$ cat src/rtl/seven_seg_pkg.sv
// seven_seg_pkg
//   Shared definitions for the seven-segment scan driver:
//   - segment byte constants (bit0=a .. bit6=g, bit7=dp)
//   - conversion FSM state type
//   - pow10(): 10^N, evaluated at elaboration for the overflow limit
package seven_seg_pkg;

   localparam logic [7:0] SEG_0     = 8'h3F;
   localparam logic [7:0] SEG_1     = 8'h06;
   localparam logic [7:0] SEG_2     = 8'h5B;
   localparam logic [7:0] SEG_3     = 8'h4F;
   localparam logic [7:0] SEG_4     = 8'h66;
   localparam logic [7:0] SEG_5     = 8'h6D;
   localparam logic [7:0] SEG_6     = 8'h7D;
   localparam logic [7:0] SEG_7     = 8'h07;
   localparam logic [7:0] SEG_8     = 8'h7F;
   localparam logic [7:0] SEG_9     = 8'h6F;
   localparam logic [7:0] SEG_DASH  = 8'h40;
   localparam logic [7:0] SEG_BLANK = 8'h00;

   typedef enum logic [1:0] {
      IDLE,
      SHIFT,
      DONE
   } state_e;

   function automatic longint unsigned pow10(input int unsigned n);
      longint unsigned r;
      r = 1;
      for (int unsigned i = 0; i < n; i++) r = r * 10;
      return r;
   endfunction

endpackage

$ cat src/rtl/seven_seg_scan_driver_if.sv
// seven_seg_scan_driver_if
//   Load/display bus of the seven-segment scan driver.
//   value_i    : WIDTH   unsigned value to convert
//   load_i     : 1       request conversion of value_i
//   busy_o     : 1       conversion in progress, load_i ignored
//   overflow_o : 1       last loaded value >= 10^DIGITS
//   segments_o : 8       active-high segments of the enabled digit
//   digit_en_o : DIGITS  one-hot digit enable, bit0 = least significant
//   Modports: master drives value/load, slave is the driver itself.
interface seven_seg_scan_driver_if #(
   parameter int unsigned WIDTH  = 8,
   parameter int unsigned DIGITS = 3
);
   logic [WIDTH-1:0]  value_i;
   logic              load_i;
   logic              busy_o;
   logic              overflow_o;
   logic [7:0]        segments_o;
   logic [DIGITS-1:0] digit_en_o;

   modport master (
      output value_i, load_i,
      input  busy_o, overflow_o, segments_o, digit_en_o
   );

   modport slave (
      input  value_i, load_i,
      output busy_o, overflow_o, segments_o, digit_en_o
   );
endinterface

$ cat src/rtl/seven_seg_encoder.sv
// seven_seg_encoder
//   Combinational BCD nibble to segment byte.
//   nibble_i : 4  BCD digit; codes 10..15 render as a dash
//   blank_i  : 1  force all segments off
//   seg_o    : 8  segment byte (dp always 0)
module seven_seg_encoder
   import seven_seg_pkg::*;
(
   input  logic [3:0] nibble_i,
   input  logic       blank_i,
   output logic [7:0] seg_o
);

   always_comb begin
      seg_o = SEG_DASH;
      if (blank_i) begin
         seg_o = SEG_BLANK;
      end else begin
         case (nibble_i)
            4'd0:    seg_o = SEG_0;
            4'd1:    seg_o = SEG_1;
            4'd2:    seg_o = SEG_2;
            4'd3:    seg_o = SEG_3;
            4'd4:    seg_o = SEG_4;
            4'd5:    seg_o = SEG_5;
            4'd6:    seg_o = SEG_6;
            4'd7:    seg_o = SEG_7;
            4'd8:    seg_o = SEG_8;
            4'd9:    seg_o = SEG_9;
            default: seg_o = SEG_DASH;
         endcase
      end
   end

endmodule

$ cat src/rtl/seven_seg_scan_driver.sv
// seven_seg_scan_driver
//   Sequential double-dabble binary-to-BCD converter feeding a
//   time-multiplexed seven-segment display.
//   clk_i : system clock, rising edge
//   rst_i : asynchronous active-high reset
//   bus   : seven_seg_scan_driver_if.slave (value/load in, busy,
//           overflow, segments, digit enables out)
//   Optional feature: define SEVEN_SEG_LZB_EN for leading-zero blanking.
module seven_seg_scan_driver
   import seven_seg_pkg::*;
#(
   parameter int unsigned WIDTH       = 8,
   parameter int unsigned DIGITS      = 3,
   parameter int unsigned REFRESH_DIV = 1000
) (
   input logic                    clk_i,
   input logic                    rst_i,
   seven_seg_scan_driver_if.slave bus
);

   localparam int unsigned BCDW = 4 * DIGITS;
   localparam int unsigned CNTW = $clog2(WIDTH + 1);
   localparam int unsigned PW   = (REFRESH_DIV > 1) ? $clog2(REFRESH_DIV) : 1;
   localparam int unsigned IW   = (DIGITS > 1) ? $clog2(DIGITS) : 1;
   localparam int unsigned CW   = (WIDTH > 64) ? WIDTH : 64;
   localparam logic [CW-1:0] LIMIT = CW'(pow10(DIGITS));

   state_e            state_q, state_d;
   logic [WIDTH-1:0]  bin_q, bin_d;
   logic [BCDW-1:0]   bcd_q, bcd_d, adj;
   logic [CNTW-1:0]   cnt_q, cnt_d;
   logic              ovf_pend_q, ovf_pend_d;
   logic [BCDW-1:0]   disp_q, disp_d;
   logic              ovf_q, ovf_d;
   logic [PW-1:0]     presc_q, presc_d;
   logic [IW-1:0]     idx_q, idx_d;
   logic [7:0]        seg_q, seg_d;
   logic [DIGITS-1:0] en_q, en_d;
   logic [3:0]        nib_sel;
   logic              blank_sel;
   logic              busy;

   // FSM state register
   always_ff @(posedge clk_i or posedge rst_i) begin
      if (rst_i) state_q <= IDLE;
      else       state_q <= state_d;
   end

   // FSM next state
   always_comb begin
      state_d = state_q;
      case (state_q)
         IDLE:    if (bus.load_i) state_d = SHIFT;
         SHIFT:   if (cnt_q == CNTW'(1)) state_d = DONE;
         DONE:    state_d = IDLE;
         default: state_d = IDLE;
      endcase
   end

   // FSM outputs
   always_comb begin
      busy = (state_q != IDLE);
   end

   // Converter datapath
   always_comb begin
      bin_d      = bin_q;
      bcd_d      = bcd_q;
      cnt_d      = cnt_q;
      ovf_pend_d = ovf_pend_q;
      disp_d     = disp_q;
      ovf_d      = ovf_q;
      adj        = bcd_q;
      case (state_q)
         IDLE: if (bus.load_i) begin
            bin_d      = bus.value_i;
            bcd_d      = '0;
            cnt_d      = CNTW'(WIDTH);
            // The value is shifted away during conversion, so the overflow
            // decision is taken at capture and held until DONE.
            ovf_pend_d = (CW'(bus.value_i) >= LIMIT);
         end
         SHIFT: begin
            for (int unsigned i = 0; i < DIGITS; i++)
               if (adj[4*i +: 4] >= 4'd5) adj[4*i +: 4] = adj[4*i +: 4] + 4'd3;
            bcd_d = {adj[BCDW-2:0], bin_q[WIDTH-1]};
            bin_d = {bin_q[WIDTH-2:0], 1'b0};
            cnt_d = cnt_q - CNTW'(1);
         end
         DONE: begin
            disp_d = bcd_q;
            ovf_d  = ovf_pend_q;
         end
         default: ;
      endcase
   end

   // Scan counter
   always_comb begin
      presc_d = presc_q + PW'(1);
      idx_d   = idx_q;
      if (presc_q == PW'(REFRESH_DIV - 1)) begin
         presc_d = '0;
         idx_d   = (idx_q == IW'(DIGITS - 1)) ? '0 : idx_q + IW'(1);
      end
      for (int unsigned i = 0; i < DIGITS; i++) en_d[i] = (idx_d == IW'(i));
   end

   // Segment source is taken from next-state display and index so that a
   // display update and a digit change both land on the same edge as the
   // registered segment byte: no stale digit is ever shown.
`ifdef SEVEN_SEG_LZB_EN
   logic [DIGITS-1:0] lz;
   logic              lead;
`endif

   always_comb begin
      nib_sel   = ovf_d ? 4'hF : disp_d[{idx_d, 2'b00} +: 4];
      blank_sel = 1'b0;
`ifdef SEVEN_SEG_LZB_EN
      lz   = '0;
      lead = 1'b1;
      for (int unsigned i = DIGITS - 1; i >= 1; i--) begin
         lead  = lead & (disp_d[4*i +: 4] == 4'd0);
         lz[i] = lead;
      end
      blank_sel = lz[idx_d] & ~ovf_d;
`endif
   end

   seven_seg_encoder u_enc (
      .nibble_i (nib_sel),
      .blank_i  (blank_sel),
      .seg_o    (seg_d)
   );

   always_ff @(posedge clk_i or posedge rst_i) begin
      if (rst_i) begin
         bin_q      <= '0;
         bcd_q      <= '0;
         cnt_q      <= '0;
         ovf_pend_q <= 1'b0;
         disp_q     <= '0;
         ovf_q      <= 1'b0;
         presc_q    <= '0;
         idx_q      <= '0;
         seg_q      <= SEG_0;
         en_q       <= DIGITS'(1);
      end else begin
         bin_q      <= bin_d;
         bcd_q      <= bcd_d;
         cnt_q      <= cnt_d;
         ovf_pend_q <= ovf_pend_d;
         disp_q     <= disp_d;
         ovf_q      <= ovf_d;
         presc_q    <= presc_d;
         idx_q      <= idx_d;
         seg_q      <= seg_d;
         en_q       <= en_d;
      end
   end

   assign bus.busy_o     = busy;
   assign bus.overflow_o = ovf_q;
   assign bus.segments_o = seg_q;
   assign bus.digit_en_o = en_q;

endmodule

$ cat src/flat_wrapper.sv
// flat-port wrapper written by rule: the top's interface ports become plain ports
module seven_seg_scan_driver_flat import seven_seg_pkg::*;
#(
   parameter int unsigned WIDTH       = 8,
   parameter int unsigned DIGITS      = 3,
   parameter int unsigned REFRESH_DIV = 1000
)
  (clk_i, rst_i, bus_value_i, bus_load_i, bus_busy_o, bus_overflow_o, bus_segments_o, bus_digit_en_o);
  seven_seg_scan_driver_if #(.WIDTH(WIDTH), .DIGITS(DIGITS)) bus_i ();
  input logic clk_i;
  input logic rst_i;
  input wire logic [$bits(bus_i.value_i)-1:0] bus_value_i;
  input wire logic [$bits(bus_i.load_i)-1:0] bus_load_i;
  output wire logic [$bits(bus_i.busy_o)-1:0] bus_busy_o;
  output wire logic [$bits(bus_i.overflow_o)-1:0] bus_overflow_o;
  output wire logic [$bits(bus_i.segments_o)-1:0] bus_segments_o;
  output wire logic [$bits(bus_i.digit_en_o)-1:0] bus_digit_en_o;
  assign bus_i.value_i = bus_value_i;
  assign bus_i.load_i = bus_load_i;
  assign bus_busy_o = bus_i.busy_o;
  assign bus_overflow_o = bus_i.overflow_o;
  assign bus_segments_o = bus_i.segments_o;
  assign bus_digit_en_o = bus_i.digit_en_o;
  seven_seg_scan_driver #(.WIDTH(WIDTH), .DIGITS(DIGITS), .REFRESH_DIV(REFRESH_DIV)) u_core (.clk_i(clk_i), .rst_i(rst_i), .bus(bus_i));
endmodule
$ cat config.mk
export PLATFORM = sky130hd
export DESIGN_NAME = seven_seg_scan_driver_flat
export DESIGN_NICKNAME = d
export VERILOG_FILES = /design/src/rtl/seven_seg_pkg.sv /design/src/rtl/seven_seg_scan_driver_if.sv /design/src/rtl/seven_seg_encoder.sv /design/src/rtl/seven_seg_scan_driver.sv /design/src/flat_wrapper.sv
export SDC_FILE = /design/constraint.sdc
export NUM_CORES = 1
export LEC_CHECK = 0
export BUFFER_PORTS_ARGS = -buffer_cell sky130_fd_sc_hd__buf_2
export CAP_MARGIN = 5
export CORE_ASPECT_RATIO = 0.7
export CORE_MARGIN = 2
export CORE_UTILIZATION = 28
export CTS_CLUSTER_DIAMETER = 80
export DETAILED_ROUTE_END_ITERATION = 10
export PLACE_DENSITY = 0.41
export RECOVER_POWER = 50
export SLEW_MARGIN = 0
export SYNTH_ARGS = -nofsm -noshare
export SYNTH_HDL_FRONTEND = slang
export SYNTH_SLANG_ARGS = --single-unit
$ cat constraint.sdc
create_clock -name clk_i -period 3.5 [get_ports clk_i]
set_input_delay 0.7 -clock clk_i [delete_from_list [all_inputs] [get_ports clk_i]]
set_output_delay 0.7 -clock clk_i [all_outputs]
set_load 0.01 [all_outputs]
**Yosys cells after proc, flatten, opt, wreduce, memory -nomap -nowiden**

Memory sizes are Yosys's and may differ from the RTL's. A register that Yosys moved wholly into a read port is not among the register bits.
Cells that the tools add are included.

- Flip-flop bits (word level): 62
- Memories: 1
- Input bits: 11
- Bits in writable memories: 0
- Logic and storage cells: 54
- Bits in latches: 0
- ROM bits: 112

Memory list:

| memory | words | width | rd ports | clocked after Yosys merged registers in | write ports | RTL line | text |
|---|---|---|---|---|---|---|---|
| (name not given) | 16 | 7 | 1 | 1 | 0 | seven_seg_encoder.sv:19 | `case (nibble_i)` |

- Eq/ne operators: 9
- Multipliers: 0
- $add $sub $neg: 6
- Bitwise logic cells: 0
- Shift-type cells: 1
- Div/mod/pow operators: 0
- Reductions and logical operators: 6
- $lt $le $gt $ge: 3
- Multiplexer cells: 18

Operator list:

| kind | number |
|---|---|
| 2-to-1 mux 12 bit | 2 |
| one-hot mux 12 bit (2 select lines) | 1 |
| 2-to-1 mux 4 bit | 4 |
| one-hot mux 8 bit (2 select lines) | 1 |
| >= comparator 4 x 3 -> 1 bit, second input constant | 3 |
| variable part select 12 x 5 -> 4 bit | 1 |
| adder 10 x 1 -> 10 bit, second input constant | 1 |
| == test 10 bit, second input constant | 1 |
| 2-to-1 mux 10 bit | 1 |
| adder 4 x 2 -> 4 bit, second input constant | 2 |
| 2-to-1 mux 2 bit | 4 |
| 2-to-1 mux 8 bit | 1 |
| one-hot mux 4 bit (2 select lines) | 1 |
| == test 2 bit, second input constant | 3 |
| == test 2 x 1 -> 1 bit, second input constant | 2 |
| == test 4 x 1 -> 1 bit, second input constant | 1 |
| zero test 2 bit | 2 |
| one-hot mux 2 bit (2 select lines) | 1 |
| AND reduction 2 bit | 2 |
| nonzero test 2 bit | 2 |
| subtractor 4 x 1 -> 4 bit, second input constant | 1 |
| adder 3 x 2 -> 3 bit, second input constant | 1 |
| 2-to-1 mux 3 bit | 1 |
| adder 2 x 1 -> 2 bit, second input constant | 1 |
| other kinds (3) | 3 |

**Logic depth before layout (Yosys ltp)**

Gate-level depths: netlist of the first run.

- Depth in word-level cells: 5
- Depth in mapped cells: 11

**Hierarchy**

From an unflattened synthesis of the first run, not the netlist that was laid out.

- Cell total of the unflattened synthesis: 325
- Area total of the unflattened synthesis: 3196.8 sq um

Modules (own cells, without submodules):

| module | sequential area each (sq um) | area an instance (sq um) | cells each | times used |
|---|---|---|---|---|
| seven_seg_scan_driver | 1560.2 | 2975.4 | 289 | 1 |
| seven_seg_encoder | 0.0 | 221.5 | 36 | 1 |

**Worst setup path before layout of the first run**

OpenSTA, ideal clock, no wires.

- Path type: reg-to-reg
- From: reg u_core.presc_q[0]
- To: reg u_core.seg_q[0] (netlist: u_core.bus.segments_o[0])
- Library setup time: 0.078 ns
- Setup slack: 0.867 ns
- Cell stages (with the launch flop): 12
- Arrival: 2.555 ns
- Buffers on the path: 1
- Required time: 3.422 ns
- Period minus slack after synthesis: 2.633 ns
- Cells stage by stage: dfrtp_1 ha_1 nand4b_1 or3_4 buf_6 and3_1 nor4_2 nand3_1 or2_1 ha_1 mux2_4 o22ai_1

- Word-level cells in the longest chain between the ends: 4

Ends and longest elaborated chain:

| item | RTL line | text |
|---|---|---|
| start: declaration | seven_seg_scan_driver.sv:35 | `logic [PW-1:0] presc_q, presc_d;` |
| start signal: assignment | seven_seg_scan_driver.sv:156 | `presc_q <= presc_d;` |
| == test 10 bit | seven_seg_scan_driver.sv:102 | `if (presc_q == PW'(REFRESH_DIV - 1)) begin` |
| 2-to-1 mux 2 bit | seven_seg_scan_driver.sv:102 |  |
| variable part select 12 x 5 -> 4 bit | seven_seg_scan_driver.sv:118 | `nib_sel = ovf_d ? 4'hF : disp_d[{idx_d, 2'b00} +: 4];` |
| 2-to-1 mux 4 bit | seven_seg_scan_driver.sv:118 |  |
| end: declaration | seven_seg_scan_driver.sv:37 | `logic [7:0] seg_q, seg_d;` |

No other way between the ends.
A chain may end at the register's enable or synchronous reset.

**Worst setup path in the final report of the first run**

Same ends and word-level chain as after synthesis.

==> results.sh, run 1 <==
export IMPL_met2WireLength_um=2780
export IMPL_wl_met1_um=3630
export IMPL_gr_total_overflow=0
export IMPL_setup_clock_skew_after_layout_ps=7.78
export IMPL_drive_above_1_share_pct=18.3
export IMPL_worst_ir_drop_vdd_v=0.000285
export IMPL_finalWeightedCongestion=0.783
export IMPL_postRouteAntennaNets=0
export IMPL_synthSimpleGateAreaFrac_pct=15.9
export IMPL_synth_cell_type_count=51
export IMPL_synth_enable_flop_cells=0
export IMPL_xor_xnor_fraction_of_synth_area_pct=2.72
export IMPL_worst_pin_slew_ps=1070
export IMPL_routedWlPerCell_um=14.0
export IMPL_clock_latency_ps=330
export IMPL_post_dp_cell_area_um2=3490
export IMPL_dp_hpwl_um=4870
export IMPL_die_area_um2=12400
export IMPL_numClockSinks=61
export IMPL_highest_layer="met4"
export IMPL_synth_flop_cell="dfrtp_1"
export IMPL_timing_final_crit_period_ps=2840
export IMPL_n_antenna_cell=0
export IMPL_timing_max_transition_violations_final=0
export IMPL_power_share_switching_pct=33.4
export IMPL_ctsHtreeMaxLevel=3
export IMPL_vias=2317
export IMPL_synth_nets=341
export IMPL_register_clock_pin_slew_on_the_reported_worst_setup_and_hold_paths_ps=60
export IMPL_synth_yosys_warnings=0
export IMPL_endpoint_kind="flop"
export IMPL_synth_seq_cells=61
export IMPL_status="finished, final reports clean"
export IMPL_dieWidth_um=132
export IMPL_asyncSetResetFlopFracSynth_pct=100
export IMPL_pwr_share_comb_pct=30.2
export IMPL_fin_setup_tns_ps=0
export IMPL_cts_post_setup_buffers_inserted=0
export IMPL_tritoncts_clock_tree="yes"
export IMPL_ctsHoldBuffers=0
export IMPL_grt_max_degree=43
export IMPL_antenna_violations_before_repair=0
export IMPL_proportion_of_synthesized_chip_area_in_sequential_cells_pct=47.6
export IMPL_timing_worst_setup_path_type="reg2reg"
export IMPL_first_global_vias=2276
export IMPL_total_switching_power_w=0.000992
export IMPL_hold_slack_ps=477
export IMPL_rsz0062_at_grt="no"
export IMPL_synth_top_family_by_area="simple AND/OR/NAND/NOR gates"
export IMPL_clockBufferDepth=2
export IMPL_timing_slew_headroom_pct=28.2
export IMPL_rows=32
export IMPL_power_density_nw_per_um2=780
export IMPL_internal_power_w=0.00198
export IMPL_stdcell_area_um2=3810
export IMPL_crit_path_start_kind="flop"
export IMPL_syn_avg_cell_area_um2=10.2
export IMPL_timing_max_cap_violations=0
export IMPL_finalCritPeriodShare_pct=81.2
export IMPL_post_synth_mux_area_share_pct=7.61
export IMPL_areaGrowthSynthToFinish_pct=18.1
export IMPL_drc=0
export IMPL_syn_area_um2=3220
export IMPL_power_leakage_nw=1.74
export IMPL_met3_wirelength_um=400
export IMPL_synth_compound_area_share_pct=15.7
export IMPL_postRouteWirelength_um=6940
export IMPL_root_buffer="clkbuf_16"
export IMPL_final_number_of_hold_violating_endpoints=0
export IMPL_clkPwrFrac_pct=34.2
export IMPL_finalNetCount=365
export IMPL_crit_arrival_ps=3100
export IMPL_track_usage_pct=12.5
export IMPL_initialDrtViolationCount=175
export IMPL_min_delay_path_class="reg2reg"
export IMPL_design_core_area_um2=11100
export IMPL_post_cts_sizing=0
export IMPL_power_sequential_fraction_pct=35.6
export IMPL_finalSetupViolCount=0
export IMPL_maxClockFrequency_mhz=352
export IMPL_initial_core_utilization_pct=29.0
export IMPL_die_height_um=93.8
export IMPL_drt_pass1_iterations=4
export IMPL_post_route_core_utilization_pct=34.2
export IMPL_critPathRequiredTime_ps=3750
export IMPL_routed_via_density=4.66
export IMPL_port_buffers=22
export IMPL_grt_pass1_wl_um=11900
export IMPL_number_of_standard_cells_after_synthesis=315
export IMPL_cp_max_fo=12
export IMPL_design_portCount=24
export IMPL_synthAdderAreaFrac_pct=5.82
export IMPL_tritoncts_num_buffers=9
[critical path, stage by stage (launching register included)]
cell      delay, ps
dfrtp_1         380
ha_1            210
nand4b_1        190
or3_4           450
and3_1          180
nor4_2          310
nand3_1         140
or2_1           270
ha_1            200
mux2_4          270
o22ai_1         150
[Yosys cell counts (all sizes together), types with 6 or more instances]
library cell,instances,area share (%)
clkbuf,11,1.3
ha,15,5.8
nor3,8,1.4
nor2,18,2.1
a22oi,10,2.3
o21ai,33,5.1
a21oi,18,2.8
dfstp,7,5.7
dfrtp,54,42
nand2,21,2.4
xnor2,6,1.6
inv,16,1.9
mux2,11,4.7
nand2b,8,1.6
nand3,9,1.6
nor2b,11,2.1
and3,6,1.2
[metal layers]
metal,global-route usage [%],vias to the layer above
li1,-,1147
met1,18.2,1102
met2,17.0,58
met3,3.78,10
met4,5.38,0
met5,0,-
[state kept, by name, indices dropped and copies added, names as in the netlist]
| signal | cells |
|---|---|
| u_core.bus.segments_o | 7 |
| u_core.idx_q | 2 |
| u_core.presc_q | 10 |
| u_core.bus.overflow_o | 1 |
| u_core.bin_q | 8 |
| u_core.disp_q | 12 |
| u_core.cnt_q | 4 |
| u_core.bus.digit_en_o | 3 |
| u_core.bcd_q | 12 |
| u_core.state_q | 2 |
[cells in the final DEF (no fill, tap or decap), types with 5 or more instances in the layout]
cell type / instances
buf_4: 5
mux2_1: 10
and3_1: 6
nand2_1: 21
dfrtp_1: 54
ha_1: 15
o21ai_0: 33
xnor2_1: 6
a22oi_1: 10
mux2i_1: 5
buf_2: 22
a21oi_1: 18
clkbuf_16: 9
nand2b_1: 8
inv_1: 16
nor3_1: 7
nor2b_1: 11
nor2_1: 18
dfstp_2: 7
nand3_1: 8
[per-stage QoR]
step	power (W)	setup WS (ps)	std cells
after floorplan	0.00175	867	315
after global placement	0.00201	736	481
after detailed placement	0.00200	671	481
after CTS	0.00305	657	497
after global routing	0.00321	397	497
final	0.00297	658	497
[area by class of cell]
type                            count  area, um^2
Multi-Input combinational cell    222        1520
Tap cell                          153         191
Fill cell                        1201        7320
Clock buffer                       13         280
Inverter                           16        60.1
Sequential cell                    61        1540
Clock inverter                      3        65.1
Timing Repair Buffer               29         156
[power groups by stage]
stage          Clock [W]  Sequential (W)  Combinational (W)
3_3_place_gp           0         0.00107           0.000933
2_1_floorplan          0         0.00104           0.000706
6_report         0.00102         0.00106           0.000897
5_1_grt          0.00108         0.00109            0.00104
3_5_place_dp           0         0.00107           0.000932
4_1_cts          0.00105         0.00106           0.000940
[cell families (layout without fill, tap and decap cells)]
group,Yosys count,count (layout)
AOI/OAI and AO/OA,82,82
xor gates and xnor gates,10,10
adders and majority gates,15,15
buffers and inverters,32,61
DFF,61,61
muxes,18,18
other,1,1
and+or+nand+nor,96,96
[worst paths after layout]
check	cells past startpoint	slack (ps)	startpoint	endpoint
worst max-delay path	10	660	u_core.presc_q[0]$_DFF_PP0_	u_core.bus.segments_o[0]$_DFF_PP1_
worst min-delay path	1	480	u_core.presc_q[0]$_DFF_PP0_	u_core.presc_q[0]$_DFF_PP0_
worst max register to register	10	660	u_core.presc_q[0]$_DFF_PP0_	u_core.bus.segments_o[0]$_DFF_PP1_
worst min register to register	1	480	u_core.presc_q[0]$_DFF_PP0_	u_core.presc_q[0]$_DFF_PP0_
max in group asynchronous	3	1490	rst_i	u_core.bcd_q[6]$_DFFE_PP0P_
min in group asynchronous	2	500	rst_i	u_core.bus.digit_en_o[1]$_DFF_PP0_
Note: power is estimated with default switching activity, not from simulation.
==> inputs of run 2 (changes only) <==
==> constraint.sdc (replaced) <==
create_clock -name clk_i -period 2.8 [get_ports clk_i]
set_input_delay 0.56 -clock clk_i [delete_from_list [all_inputs] [get_ports clk_i]]
set_output_delay 0.56 -clock clk_i [all_outputs]
set_load 0.01 [all_outputs]
==> results.sh, run 2 (synthesized netlist as in run 1, its figures left out) <==
export IMPL_endpoint_kind="flop"
export IMPL_finalNetCount=372
export IMPL_drc=0
export IMPL_power_share_switching_pct=34.9
export IMPL_track_usage_pct=12.5
export IMPL_rsz0062_at_grt="no"
export IMPL_timing_slew_headroom_pct=47.7
export IMPL_area_occupied_by_multi_input_gates_um2=1580
export IMPL_tritoncts_clock_tree="yes"
export IMPL_finalCritPeriodShare_pct=94.1
export IMPL_die_area_um2=12400
export IMPL_grt_pass1_wl_um=12000
export IMPL_initialDrtViolationCount=92
export IMPL_setup_clock_skew_after_layout_ps=4.65
export IMPL_finalWeightedCongestion=0.755
export IMPL_power_density_nw_per_um2=940
export IMPL_clkPwrFrac_pct=30.3
export IMPL_leading_cell_type_in_the_layout_fill_and_taps_excluded="dfrtp_1"
export IMPL_routed_via_density=4.61
export IMPL_most_common_layout_cells="dfrtp_1 (54), o21ai_0 (33), buf_2 (22)"
export IMPL_worst_ir_drop_vdd_v=0.000356
export IMPL_status="finished, final reports clean"
export IMPL_timing_max_transition_violations_final=0
export IMPL_design_core_area_um2=11100
export IMPL_die_height_um=93.8
export IMPL_clock_latency_ps=330
export IMPL_grt_max_degree=62
export IMPL_cp_max_fo=3
export IMPL_worst_pin_slew_ps=784
export IMPL_dieWidth_um=132
export IMPL_port_buffers=22
export IMPL_crit_arrival_ps=2890
export IMPL_timing_final_crit_period_ps=2640
export IMPL_first_global_vias=2284
export IMPL_reg_top3="u_core.bcd_q x12, u_core.disp_q x12, u_core.presc_q x10"
export IMPL_postRouteWirelength_um=7000
export IMPL_ff_latch_area_um2=1540
export IMPL_internal_power_w=0.00237
export IMPL_root_buffer="clkbuf_16"
export IMPL_power_w=0.00364
export IMPL_pwr_share_comb_pct=33.2
export IMPL_clockBufferDepth=2
export IMPL_worst_r2r_setup_slack_ps=160
export IMPL_rows=32
export IMPL_timing_worst_setup_path_type="reg2reg"
export IMPL_total_switching_power_w=0.00127
export IMPL_timing_critical_path_slowest_cell_delay_ps=400
export IMPL_areaGrowthSynthToFinish_pct=20.0
export IMPL_crit_path_top_delay_cell="dfrtp_1"
export IMPL_routedWlPerCell_um=13.9
export IMPL_final_number_of_hold_violating_endpoints=0
export IMPL_drive_above_1_share_pct=23.9
export IMPL_gr_total_overflow=0
export IMPL_maxClockFrequency_mhz=379
export IMPL_cp_cell_sequence="ha_4 > nand4b_1 > or3_4 > and3_1 > nor4_4 > nand3_1 > or2_1 > ha_1 > mux2_4 > o22ai_2"
export IMPL_postRouteAntennaNets=0
export IMPL_dp_hpwl_um=4770
export IMPL_fin_setup_tns_ps=0
export IMPL_ctsHtreeMaxLevel=3
export IMPL_finalSetupViolCount=0
export IMPL_numClockSinks=61
export IMPL_design_portCount=24
export IMPL_drt_pass1_iterations=4
export IMPL_tritoncts_num_buffers=9
export IMPL_fillers=1157
export IMPL_crit_path_start_kind="flop"
export IMPL_timing_max_cap_violations=0
export IMPL_timing_reg2reg_worst_path_depth=10
export IMPL_antenna_violations_before_repair=0
export IMPL_initial_core_utilization_pct=29.0
export IMPL_power_leakage_nw=1.78
export IMPL_post_route_core_utilization_pct=34.8
export IMPL_min_delay_path_class="in2async"
export IMPL_power_sequential_fraction_pct=36.5
export IMPL_register_clock_pin_slew_on_the_reported_worst_setup_and_hold_paths_ps=50
export IMPL_n_antenna_cell=0
export IMPL_critPathRequiredTime_ps=3060
export IMPL_vias=2321
run 2: final cells by class:
| class | count | share of cell area [%] |
|---|---|---|
| Sequential cell | 61 | 39.7 |
| Clock inverter | 5 | 1.29 |
| Inverter | 16 | 1.55 |
| Tap cell | 153 | 4.95 |
| Multi-Input combinational cell | 222 | 40.7 |
| Clock buffer | 11 | 6.27 |
| Timing Repair Buffer | 36 | 5.56 |
run 2: through the flow:
stage / instances / hold slack, ps / worst slack [ps] / cell area (um^2)
2_1_floorplan: 315 / 448 / 167 / 3220
3_3_place_gp: 486 / 459 / 99.3 / 3530
3_5_place_dp: 486 / 475 / 28.8 / 3530
4_1_cts: 502 / 482 / 8.71 / 3820
5_1_grt: 504 / 511 / 1.62 / 3870
6_report: 504 / 449 / 164 / 3870
run 2: repair_timing:
item / in CTS / in global routing
resized for setup: 0 / 5
setup endpoints to repair: 0 / 7
setup buffers: 0 / 2
hold buffers: 0 / 0
run 2: power by group through the flow:
stage                     sequential, W  clock [W]  combinational [W]
after floorplan                 0.00130          0           0.000882
after global placement          0.00134          0            0.00119
after detailed placement        0.00134          0            0.00120
after CTS                       0.00133    0.00114            0.00121
after global routing            0.00137    0.00118            0.00139
final                           0.00133    0.00110            0.00121
run 2: critical path, delay by kind of cell (launching register included):
family                   cells  cell delay (ps)
AO/OA/AOI/OAI                1              120
adder cells (fa/ha/maj)      2              380
flip-flops                   1              400
multiplexers                 1              290
AND/OR/NAND/NOR              6             1390
run 2: path summary, 6_finish.rpt:
path / startpoint / end
min in group clk_i: u_core.presc_q[9]$_DFF_PP0_ / u_core.presc_q[9]$_DFF_PP0_
min: rst_i / u_core.bin_q[5]$_DFFE_PP0P_
max in group asynchronous: rst_i / u_core.bus.overflow_o$_DFF_PP0_
max: u_core.presc_q[0]$_DFF_PP0_ / u_core.bus.segments_o[3]$_DFF_PP1_
min reg2reg: u_core.presc_q[9]$_DFF_PP0_ / u_core.presc_q[9]$_DFF_PP0_
max reg2reg: u_core.presc_q[0]$_DFF_PP0_ / u_core.bus.segments_o[3]$_DFF_PP1_
run 2: routing by layer:
| metal | track usage [%] | share of wire, % |
|---|---|---|
| met4 | 3.76 | 1.1 |
| met1 | 18.7 | 57 |
| met2 | 16.2 | 38 |
| met5 | 0 | 0 |
| met3 | 4.80 | 3.9 |
